$ cat src/rtl/mips_reg_writeback_if.sv
// ============================================================================
// Module      : mips_reg_writeback_if
// Description : Producer / register-file-side bundle for mips_reg_writeback.
// Revision    : 1.0 - initial release
// ============================================================================
`default_nettype none

interface mips_reg_writeback_if #(
  parameter int ADDR_W = 5,
  parameter int DATA_W = 32
);
  logic                   alu_valid;
  logic [ADDR_W-1:0]      alu_reg;
  logic [DATA_W-1:0]      alu_data;
  logic                   alu_ready;
  logic                   mem_valid;
  logic [ADDR_W-1:0]      mem_reg;
  logic [DATA_W-1:0]      mem_data;
  logic                   mem_ready;
  logic [ADDR_W-1:0]      write_reg;
  logic [DATA_W-1:0]      write_data;
  logic                   signal_reg_write;
  logic [2**ADDR_W-1:0]   busy_mask;
  logic                   q_empty;
  logic                   q_full;

  modport master (
    output alu_valid, alu_reg, alu_data, mem_valid, mem_reg, mem_data,
    input  alu_ready, mem_ready, write_reg, write_data, signal_reg_write,
           busy_mask, q_empty, q_full
  );

  modport slave (
    input  alu_valid, alu_reg, alu_data, mem_valid, mem_reg, mem_data,
    output alu_ready, mem_ready, write_reg, write_data, signal_reg_write,
           busy_mask, q_empty, q_full
  );
endinterface

`default_nettype wire

$ cat src/rtl/mips_reg_writeback.sv
// ============================================================================
// Module      : mips_reg_writeback
// Description : In-order write-back queue merging ALU and load results into the
//               single register-file write port. Define MIPS_WB_BYPASS_EN to
//               let a lone result skip the empty queue.
// Revision    : 1.0 - initial release
// ============================================================================
`default_nettype none

module mips_reg_writeback #(
  parameter int DEPTH  = 4,
  parameter int ADDR_W = 5,
  parameter int DATA_W = 32
) (
  input  wire logic          clk,
  input  wire logic          reset,
  mips_reg_writeback_if.slave bus
);

  localparam int PTR_W = $clog2(DEPTH);
  localparam int CNT_W = PTR_W + 1;
  localparam int NREG  = 2**ADDR_W;
  localparam logic [CNT_W-1:0] C_DEPTH = CNT_W'(DEPTH);

  logic [ADDR_W-1:0] r_q_reg  [DEPTH];
  logic [DATA_W-1:0] r_q_data [DEPTH];
  logic [CNT_W-1:0]  r_count;
  logic [PTR_W-1:0]  r_wptr;
  logic [PTR_W-1:0]  r_rptr;
  logic              r_wr_en;
  logic [ADDR_W-1:0] r_wr_reg;
  logic [DATA_W-1:0] r_wr_data;

  logic              w_mem_nz;
  logic              w_alu_nz;
  logic              w_mem_ready;
  logic              w_alu_room;
  logic              w_alu_ready;
  logic              w_mem_push;
  logic              w_alu_push;
  logic              w_pop;
  logic              w_empty;
  logic              w_bypass;
  logic              w_enq_first;
  logic              w_enq_second;
  logic [ADDR_W-1:0] w_first_reg;
  logic [DATA_W-1:0] w_first_data;
  logic [PTR_W-1:0]  w_second_ptr;
  logic [NREG-1:0]   w_busy;

  assign w_mem_nz = (bus.mem_reg != '0);
  assign w_alu_nz = (bus.alu_reg != '0);
  assign w_empty  = (r_count == '0);
  assign w_pop    = ~w_empty;

  // Slots are judged on the start-of-cycle count; the pop this edge is not credited.
  assign w_mem_ready = ~w_mem_nz | (r_count < C_DEPTH);
  assign w_alu_room  = ({1'b0, r_count} + {{CNT_W{1'b0}}, bus.mem_valid & w_mem_nz})
                       < {1'b0, C_DEPTH};
  assign w_alu_ready = ~w_alu_nz | w_alu_room;

  assign w_mem_push = bus.mem_valid & w_mem_ready & w_mem_nz;
  assign w_alu_push = bus.alu_valid & w_alu_ready & w_alu_nz;

`ifdef MIPS_WB_BYPASS_EN
  assign w_bypass = w_empty & (w_mem_push | w_alu_push);
`else
  assign w_bypass = 1'b0;
`endif

  // The older of the pushes (mem wins) is "first"; a second push is always the alu.
  assign w_first_reg  = w_mem_push ? bus.mem_reg  : bus.alu_reg;
  assign w_first_data = w_mem_push ? bus.mem_data : bus.alu_data;
  assign w_enq_first  = (w_mem_push | w_alu_push) & ~w_bypass;
  assign w_enq_second = w_mem_push & w_alu_push;
  assign w_second_ptr = r_wptr + PTR_W'(w_enq_first);

  always_ff @(posedge clk) begin
    if (w_enq_first) begin
      r_q_reg[r_wptr]  <= w_first_reg;
      r_q_data[r_wptr] <= w_first_data;
    end
    if (w_enq_second) begin
      r_q_reg[w_second_ptr]  <= bus.alu_reg;
      r_q_data[w_second_ptr] <= bus.alu_data;
    end
  end

  always_ff @(posedge clk) begin
    if (reset) begin
      r_count   <= '0;
      r_wptr    <= '0;
      r_rptr    <= '0;
      r_wr_en   <= 1'b0;
      r_wr_reg  <= '0;
      r_wr_data <= '0;
    end else begin
      r_count <= r_count + CNT_W'(w_enq_first) + CNT_W'(w_enq_second) - CNT_W'(w_pop);
      r_wptr  <= r_wptr + PTR_W'(w_enq_first) + PTR_W'(w_enq_second);
      r_rptr  <= r_rptr + PTR_W'(w_pop);
      if (w_pop) begin
        r_wr_en   <= 1'b1;
        r_wr_reg  <= r_q_reg[r_rptr];
        r_wr_data <= r_q_data[r_rptr];
      end else if (w_bypass) begin
        r_wr_en   <= 1'b1;
        r_wr_reg  <= w_first_reg;
        r_wr_data <= w_first_data;
      end else begin
        r_wr_en <= 1'b0;
      end
    end
  end

  always_comb begin
    w_busy = '0;
    for (int i = 0; i < DEPTH; i++) begin
      if (CNT_W'(i) < r_count) begin
        w_busy[r_q_reg[r_rptr + PTR_W'(i)]] = 1'b1;
      end
    end
    if (r_wr_en) begin
      w_busy[r_wr_reg] = 1'b1;
    end
  end

  assign bus.mem_ready        = w_mem_ready;
  assign bus.alu_ready        = w_alu_ready;
  assign bus.write_reg        = r_wr_reg;
  assign bus.write_data       = r_wr_data;
  assign bus.signal_reg_write = r_wr_en;
  assign bus.busy_mask        = w_busy;
  assign bus.q_empty          = w_empty;
  assign bus.q_full           = (r_count == C_DEPTH);

endmodule

`default_nettype wire

$ cat src/flat_wrapper.sv
// flat-port wrapper written by rule: the top's interface ports become plain ports
module mips_reg_writeback_flat 
#(
  parameter int DEPTH  = 4,
  parameter int ADDR_W = 5,
  parameter int DATA_W = 32
)
  (clk, reset, bus_alu_valid, bus_alu_reg, bus_alu_data, bus_mem_valid, bus_mem_reg, bus_mem_data, bus_alu_ready, bus_mem_ready, bus_write_reg, bus_write_data, bus_signal_reg_write, bus_busy_mask, bus_q_empty, bus_q_full);
  mips_reg_writeback_if #(.ADDR_W(ADDR_W), .DATA_W(DATA_W)) bus_i ();
  input  wire logic clk;
  input  wire logic reset;
  input wire logic [$bits(bus_i.alu_valid)-1:0] bus_alu_valid;
  input wire logic [$bits(bus_i.alu_reg)-1:0] bus_alu_reg;
  input wire logic [$bits(bus_i.alu_data)-1:0] bus_alu_data;
  input wire logic [$bits(bus_i.mem_valid)-1:0] bus_mem_valid;
  input wire logic [$bits(bus_i.mem_reg)-1:0] bus_mem_reg;
  input wire logic [$bits(bus_i.mem_data)-1:0] bus_mem_data;
  output wire logic [$bits(bus_i.alu_ready)-1:0] bus_alu_ready;
  output wire logic [$bits(bus_i.mem_ready)-1:0] bus_mem_ready;
  output wire logic [$bits(bus_i.write_reg)-1:0] bus_write_reg;
  output wire logic [$bits(bus_i.write_data)-1:0] bus_write_data;
  output wire logic [$bits(bus_i.signal_reg_write)-1:0] bus_signal_reg_write;
  output wire logic [$bits(bus_i.busy_mask)-1:0] bus_busy_mask;
  output wire logic [$bits(bus_i.q_empty)-1:0] bus_q_empty;
  output wire logic [$bits(bus_i.q_full)-1:0] bus_q_full;
  assign bus_i.alu_valid = bus_alu_valid;
  assign bus_i.alu_reg = bus_alu_reg;
  assign bus_i.alu_data = bus_alu_data;
  assign bus_i.mem_valid = bus_mem_valid;
  assign bus_i.mem_reg = bus_mem_reg;
  assign bus_i.mem_data = bus_mem_data;
  assign bus_alu_ready = bus_i.alu_ready;
  assign bus_mem_ready = bus_i.mem_ready;
  assign bus_write_reg = bus_i.write_reg;
  assign bus_write_data = bus_i.write_data;
  assign bus_signal_reg_write = bus_i.signal_reg_write;
  assign bus_busy_mask = bus_i.busy_mask;
  assign bus_q_empty = bus_i.q_empty;
  assign bus_q_full = bus_i.q_full;
  mips_reg_writeback #(.DEPTH(DEPTH), .ADDR_W(ADDR_W), .DATA_W(DATA_W)) u_core (.clk(clk), .reset(reset), .bus(bus_i));
endmodule
$ cat config.mk
export PLATFORM = sky130hd
export DESIGN_NAME = mips_reg_writeback_flat
export DESIGN_NICKNAME = d
export VERILOG_FILES = /design/src/rtl/mips_reg_writeback_if.sv /design/src/rtl/mips_reg_writeback.sv /design/src/flat_wrapper.sv
export SDC_FILE = /design/constraint.sdc
export NUM_CORES = 1
export LEC_CHECK = 0
export ABC_AREA = 1
export CORE_ASPECT_RATIO = 1.1
export CORE_UTILIZATION = 55
export CTS_CLUSTER_DIAMETER = 50
export DETAILED_ROUTE_END_ITERATION = 10
export PLACE_DENSITY = 0.9
export SYNTH_ARGS = -nofsm -noshare
export SYNTH_HDL_FRONTEND = slang
export SYNTH_SLANG_ARGS = --single-unit
$ cat constraint.sdc
create_clock -name clk -period 4.1 [get_ports clk]
set_input_delay 0.41 -clock clk [delete_from_list [all_inputs] [get_ports clk]]
set_output_delay 0.41 -clock clk [all_outputs]
set_load 0.01 [all_outputs]
# [After elaboration in Yosys (flattened, before gate mapping)]
# Memories as Yosys holds them, arrays and structs flattened. A register that Yosys moved wholly into a read port is not among the register bits.
# Index checks and enable logic that the tools add are counted.
# Widths: inputs -> output; s select.
[totals] in_bits=78 output_inout_bits=74 mem_bits_rw=148 elab_cells=82 memories=2 register_bits=13
[memory_table] name="u_core.r_q_data" words=4 width=32 rd=1 rd_ports_with_merged_regs=1 write_ports=2 line="mips_reg_writeback.sv:26" text="logic [DATA_W-1:0] r_q_data [DEPTH];"
[memory_table] name="u_core.r_q_reg" words=4 width=5 rd=4 rd_ports_with_merged_regs=1 write_ports=2 line="mips_reg_writeback.sv:25" text="logic [ADDR_W-1:0] r_q_reg [DEPTH];"
[classes] addsub=10 eq_ne=1 bitwise=16 muxes=23 n_lt_le_gt_ge=16 reduce_logical=9
[ops] cell="$mux 32" n=6
[ops] cell="$or 32x32->32" n=4
[ops] cell="$lt 5x6->1 const B" n=5
[ops] cell="$demux 1 s5" n=5
[ops] cell="$ge 5x1->1 const B" n=5
[ops] cell="$mux 1" n=10
[ops] cell="$reduce_bool 5->1" n=2
[ops] cell="$add 2x1->2" n=3
[ops] cell="$add 3x1->3" n=2
[ops] cell="$and 1x1->1" n=6
[ops] cell="$lt 1x3->1 const A" n=2
[ops] cell="$lt 2x3->1 const A" n=2
[ops] cell="$logic_and 1x1->1" n=5
[ops] cell="$mux 5" n=1
[ops] cell="$add 2x2->2 const B" n=2
[ops] cell="$add 3x1->4" n=1
[ops] cell="$lt 4x3->1 const B" n=1
[ops] cell="$eq 3x3->1 const B" n=1
[ops] cell="$logic_not 3->1" n=1
[ops] cell="$lt 3x3->1 const B" n=1
[ops] cell="$not 1->1" n=3
[ops] cell="$or 1x1->1" n=3
[ops] cell="$sub 3x1->3" n=1
[ops] cell="$add 2x1->2 const B" n=1
[ops] cell="2 further kinds" n=2

# [Longest topological paths before layout]
# An unclocked memory read counts as a cell.
[logic_depth] word_depth=14 ltp_mapped=17 mapped_depth_nobuf=14

# [Worst setup path after synthesis]
# Ideal clock, no wire load.
[synth_timing] path_type="input to register" from="input port bus_mem_reg[3]" to="memory u_core.r_q_data[0][0] (enable)" stages=12 t_required_ns=3.705 path_buffers=2 arrival_time_ns=3.045 setup_ns=0.395 slack_ns=0.660 cell_sequence="nor2_1 nand3_1 nand3_2 clkbuf_1 nand2_1 ha_1 xnor2_1 inv_1 nor2_1 nand3_1 clkbuf_1 nand2_1"
[synth_lines] item="from (decl)" line="flat_wrapper.sv:16" text="input wire logic [$bits(bus_i.mem_reg)-1:0] bus_mem_reg;"
[synth_lines] item="to (decl)" line="mips_reg_writeback.sv:26"

# [Worst setup path in the final report]
[layout_timing] from="register u_core.r_rptr[0]" to="output port bus_busy_mask[19]"
[layout_between] elab_chain_len=14 elab_cells_between_ends=27 classes_between="add/sub: 3; order compare: 6; mux: 10; bitwise: 4; reduce/logical: 3; memory: 1"
[layout_rtl] item="from (decl)" line="mips_reg_writeback.sv:29" text="logic [PTR_W-1:0] r_rptr;"
[layout_rtl] item="from (signal assigned)" line="mips_reg_writeback.sv:100" text="r_rptr <= r_rptr + PTR_W'(w_pop);"
[layout_rtl] item="$add 2x1->2" line="mips_reg_writeback.sv:119" text="w_busy[r_q_reg[r_rptr + PTR_W'(i)]] = 1'b1;"
[layout_rtl] item="$mem_v2 4x5 *"
[layout_rtl] item="$lt 5x6->1 (not written as such) / $ge 5x1->1 (equally long branches)" line="mips_reg_writeback.sv:119"
[layout_rtl] item="$logic_and 1x1->1 (not written as such)" line="mips_reg_writeback.sv:119"
[layout_rtl] item="$mux 1 (not written as such)" line="mips_reg_writeback.sv:119"
[layout_rtl] item="$demux 1 s5"
[layout_rtl] item="$or 32x32->32 (no source line)"
[layout_rtl] item="$mux 32" line="mips_reg_writeback.sv:118" text="if (CNT_W'(i) < r_count) begin"
[layout_rtl] item="$or 32x32->32 (no source line)"
[layout_rtl] item="$mux 32" line="mips_reg_writeback.sv:118"
[layout_rtl] item="$or 32x32->32 (no source line)"
[layout_rtl] item="$mux 32 *" line="mips_reg_writeback.sv:118"
[layout_rtl] item="$or 32x32->32 (no source line)"
[layout_rtl] item="$mux 32 *" line="mips_reg_writeback.sv:122" text="if (r_wr_en) begin"
[layout_rtl] item="to (decl)" line="flat_wrapper.sv:23" text="output wire logic [$bits(bus_i.busy_mask)-1:0] bus_busy_mask;"
# Mark *: on every way between the ends. The rest lies on a longest branch, timed or not.

==> impl_metrics.toml <==
[outcome]
outcome = "finished, final reports clean"

[layout]
multi_input_area_sq_mm = 0.00579
fin_nets = 1823
fill_cells = 1653
layout-drive-gt1-share_pct = 6.92
largest_reg_flops = 128
layout_commonest_cell = "nand2_1"
syn2layout_area_growth_pct = 19.1
regArea_sq_mm = 0.00535
layout_common_cells = "nand2_1 (694), nor2_1 (189), nand3_1 (166), clkdlybuf4s50_1 (151), edfxtp_1 (148)"
antenna_cells = 0

[pwr]
p_sw_mw = 5.15
p_int_mw = 5.70
peakVddDrop_mv = 0.633
power.share.sequential_pct = 30.5
leakage_nw = 6.05
clockPowerShare_pct = 16.0
switching_share_pct = 47.5
finalPower_mw = 10.9
powerDensity_mw_per_mm2 = 773
combinationalPowerShare_pct = 53.5

[yosys]
syn-cell-area_sq_mm = 0.0118
synth_top_cell_area_share_pct = 37.7
synth_seq_cells = 193
yosys_warnings = 0
synth_cell_types = 29
seq_area_frac_synth_pct = 45.3
synth_nets = 1721
syn-mean-instance-area_sq_um = 7.22
synthCells = 1633
yosysTopAreaCell = "edfxtp_1"
synth.area.top_cells = "edfxtp_1 (38%), nand2_1 (22%), dfxtp_1 (7.6%)"

[placement]
place.gp.congestion = 0.986
dpl.hpwl_um = 24500
io_buffers = 151

[worst_setup_path]
worstPathRequired_ps = 3690
critPathKind = "register to output pin"
cp-end-kind = "output pin"
start_kind = "register"
critPathMaxFanout = 36
cp.arrival_ps = 3480

[clock_tree]
cts.sinks = 193
cts_made_buffers = 17
clk_latency_ps = 460
cts_setup_buffers = 0
cts-root-buf = "clkbuf_16"
htreeDepth = 4
cts_tree = "yes"
clk_pin_slew_worst_paths_ps = 80
clock_path_buffers = 2
hold_buffers = 0
post_cts_resized = 0

[detailed_routing]
via_count = 12000
firstDrtPassIters = 6
drtIter0Drc = 1352
ant_nets = 0
routedWlPerCell_um = 18.3
drt-total-wl_um = 37200
drc_errors = 0
viasPerCell = 5.92

[global_routing]
grt_pass1_vias = 11500
grt_max_degree = 150
grt_usage_pct = 34.2
antenna_found_initial = 1
grt_pass1_wl_um = 57700
overflow = 0

[floorplanning]
ios = 152
dieHeight_um = 156
initial_utilization_pct = 56.8
fp.dieW_um = 142
core_sq_mm = 0.0208
rows = 55
die-area_sq_mm = 0.0220

[sta]
rsz0062_at_grt = "no"
finalClockSkew_ps = 19.3
worstMarginPinSlew_ps = 1230
setup_viol = 0
timing_hold_violations_final = 0
slew-limit-headroom_pct = 17.7
finalCriticalPeriod_ps = 3890
fin_crit_sh_pct = 94.8
setup_tns_ps = 0
fmax_ghz = 0.257
drv_slew = 0

[hold_path]
hold_class = "register to register"

[job]
maxCapViolations = 0
## layer usage
metal | track usage, % | up-vias | wire, um | part of all wire, %
li1 | - | 5592 | - | -
met1 | 40.5 | 5370 | 13200 | 35
met2 | 57.0 | 883 | 18100 | 49
met3 | 5.95 | 187 | 3870 | 10
met4 | 23.5 | 0 | 2060 | 5.5
met5 | 0 | - | 0 | 0
## cell families (layout without fill, tap and decap cells)
kind of cell / count (synthesis) / in the layout / share of synthesized area (%)
flip-flops: 193 / 193 / 45.3
AND/OR/NAND/NOR: 1096 / 1096 / 37.9
adder cells (fa/ha/maj): 10 / 10 / 1.19
buffers and inverters: 146 / 261 / 5.97
AO/OA/AOI/OAI: 184 / 184 / 9.38
XOR/XNOR: 4 / 4 / 0.297
## synth_stat cells, drive strengths merged
| cell type | n |
|---|---|
| nand2 | 701 |
| nor2 | 205 |
| nand3 | 178 |
| edfxtp | 148 |
| o21ai | 79 |
| a21oi | 70 |
| buf | 52 |
| inv | 52 |
| dfxtp | 45 |
| clkbuf | 42 |
| a221oi | 32 |
| nor3 | 11 |
| ha | 8 |
| o211ai | 3 |
| fa | 2 |
| xnor2 | 2 |
| xor2 | 2 |
| nand4 | 1 |
## final timing paths
check | startpoint | endpoint | slack (ps) | depth (start not counted)
max reg2reg | u_core.r_count[2] | u_core.r_q_reg[0][3] | 740 | 15
max | u_core.r_rptr[0] | bus_busy_mask[19] | 210 | 11
min | u_core.r_q_data[0][1] | u_core.bus.write_data[1] | 530 | 2
min reg2reg | u_core.r_q_data[0][1] | u_core.bus.write_data[1] | 530 | 2
## per-stage QoR
stage / setup WS, ps / cells / instance area (sq um) / util [%] / hold WS (ps)
finish: 215 / 2033 / 14000 / 67.6 / 533
global route: 12.3 / 2033 / 14000 / 67.6 / 563
CTS: 129 / 2033 / 14000 / 67.6 / 537
detailed placement: 503 / 2001 / 13400 / 64.6 / 521
global placement: 622 / 2001 / 13400 / 64.6 / 516
floorplan: 660 / 1633 / 11800 / - / 497
## power groups by stage
stage / Combinational (mW) / Sequential (mW) / Clock, mW
3_3_place_gp: 5.51 / 3.30 / 0
4_1_cts: 5.70 / 3.30 / 1.73
3_5_place_dp: 5.65 / 3.33 / 0
6_report: 5.81 / 3.31 / 1.74
5_1_grt: 6.31 / 3.37 / 1.81
2_1_floorplan: 3.64 / 3.28 / 0
## worst max-delay path: stages (launching register included)
cell and delay [ps]:
dfxtp_2 720, inv_2 360, buf_4 330, nand2_1 100, nand2_1 90, o21ai_1 270, nor2_1 110, nand2_1 130
nor2_1 50, nor2_1 210, nand2_1 130, clkdlybuf4s50_1 510
## cell type report
type                       instances  share of cell area [%]
tap                              285                    2.54
multi-input combinational       1294                    41.2
inverter                          52                    1.39
timing repair buffer             177                    12.4
clock inverter                    15                    1.35
sequential                       193                    38.1
clock buffer                      17                    3.03
No activity file was read; power rests on OpenSTA's default activity.
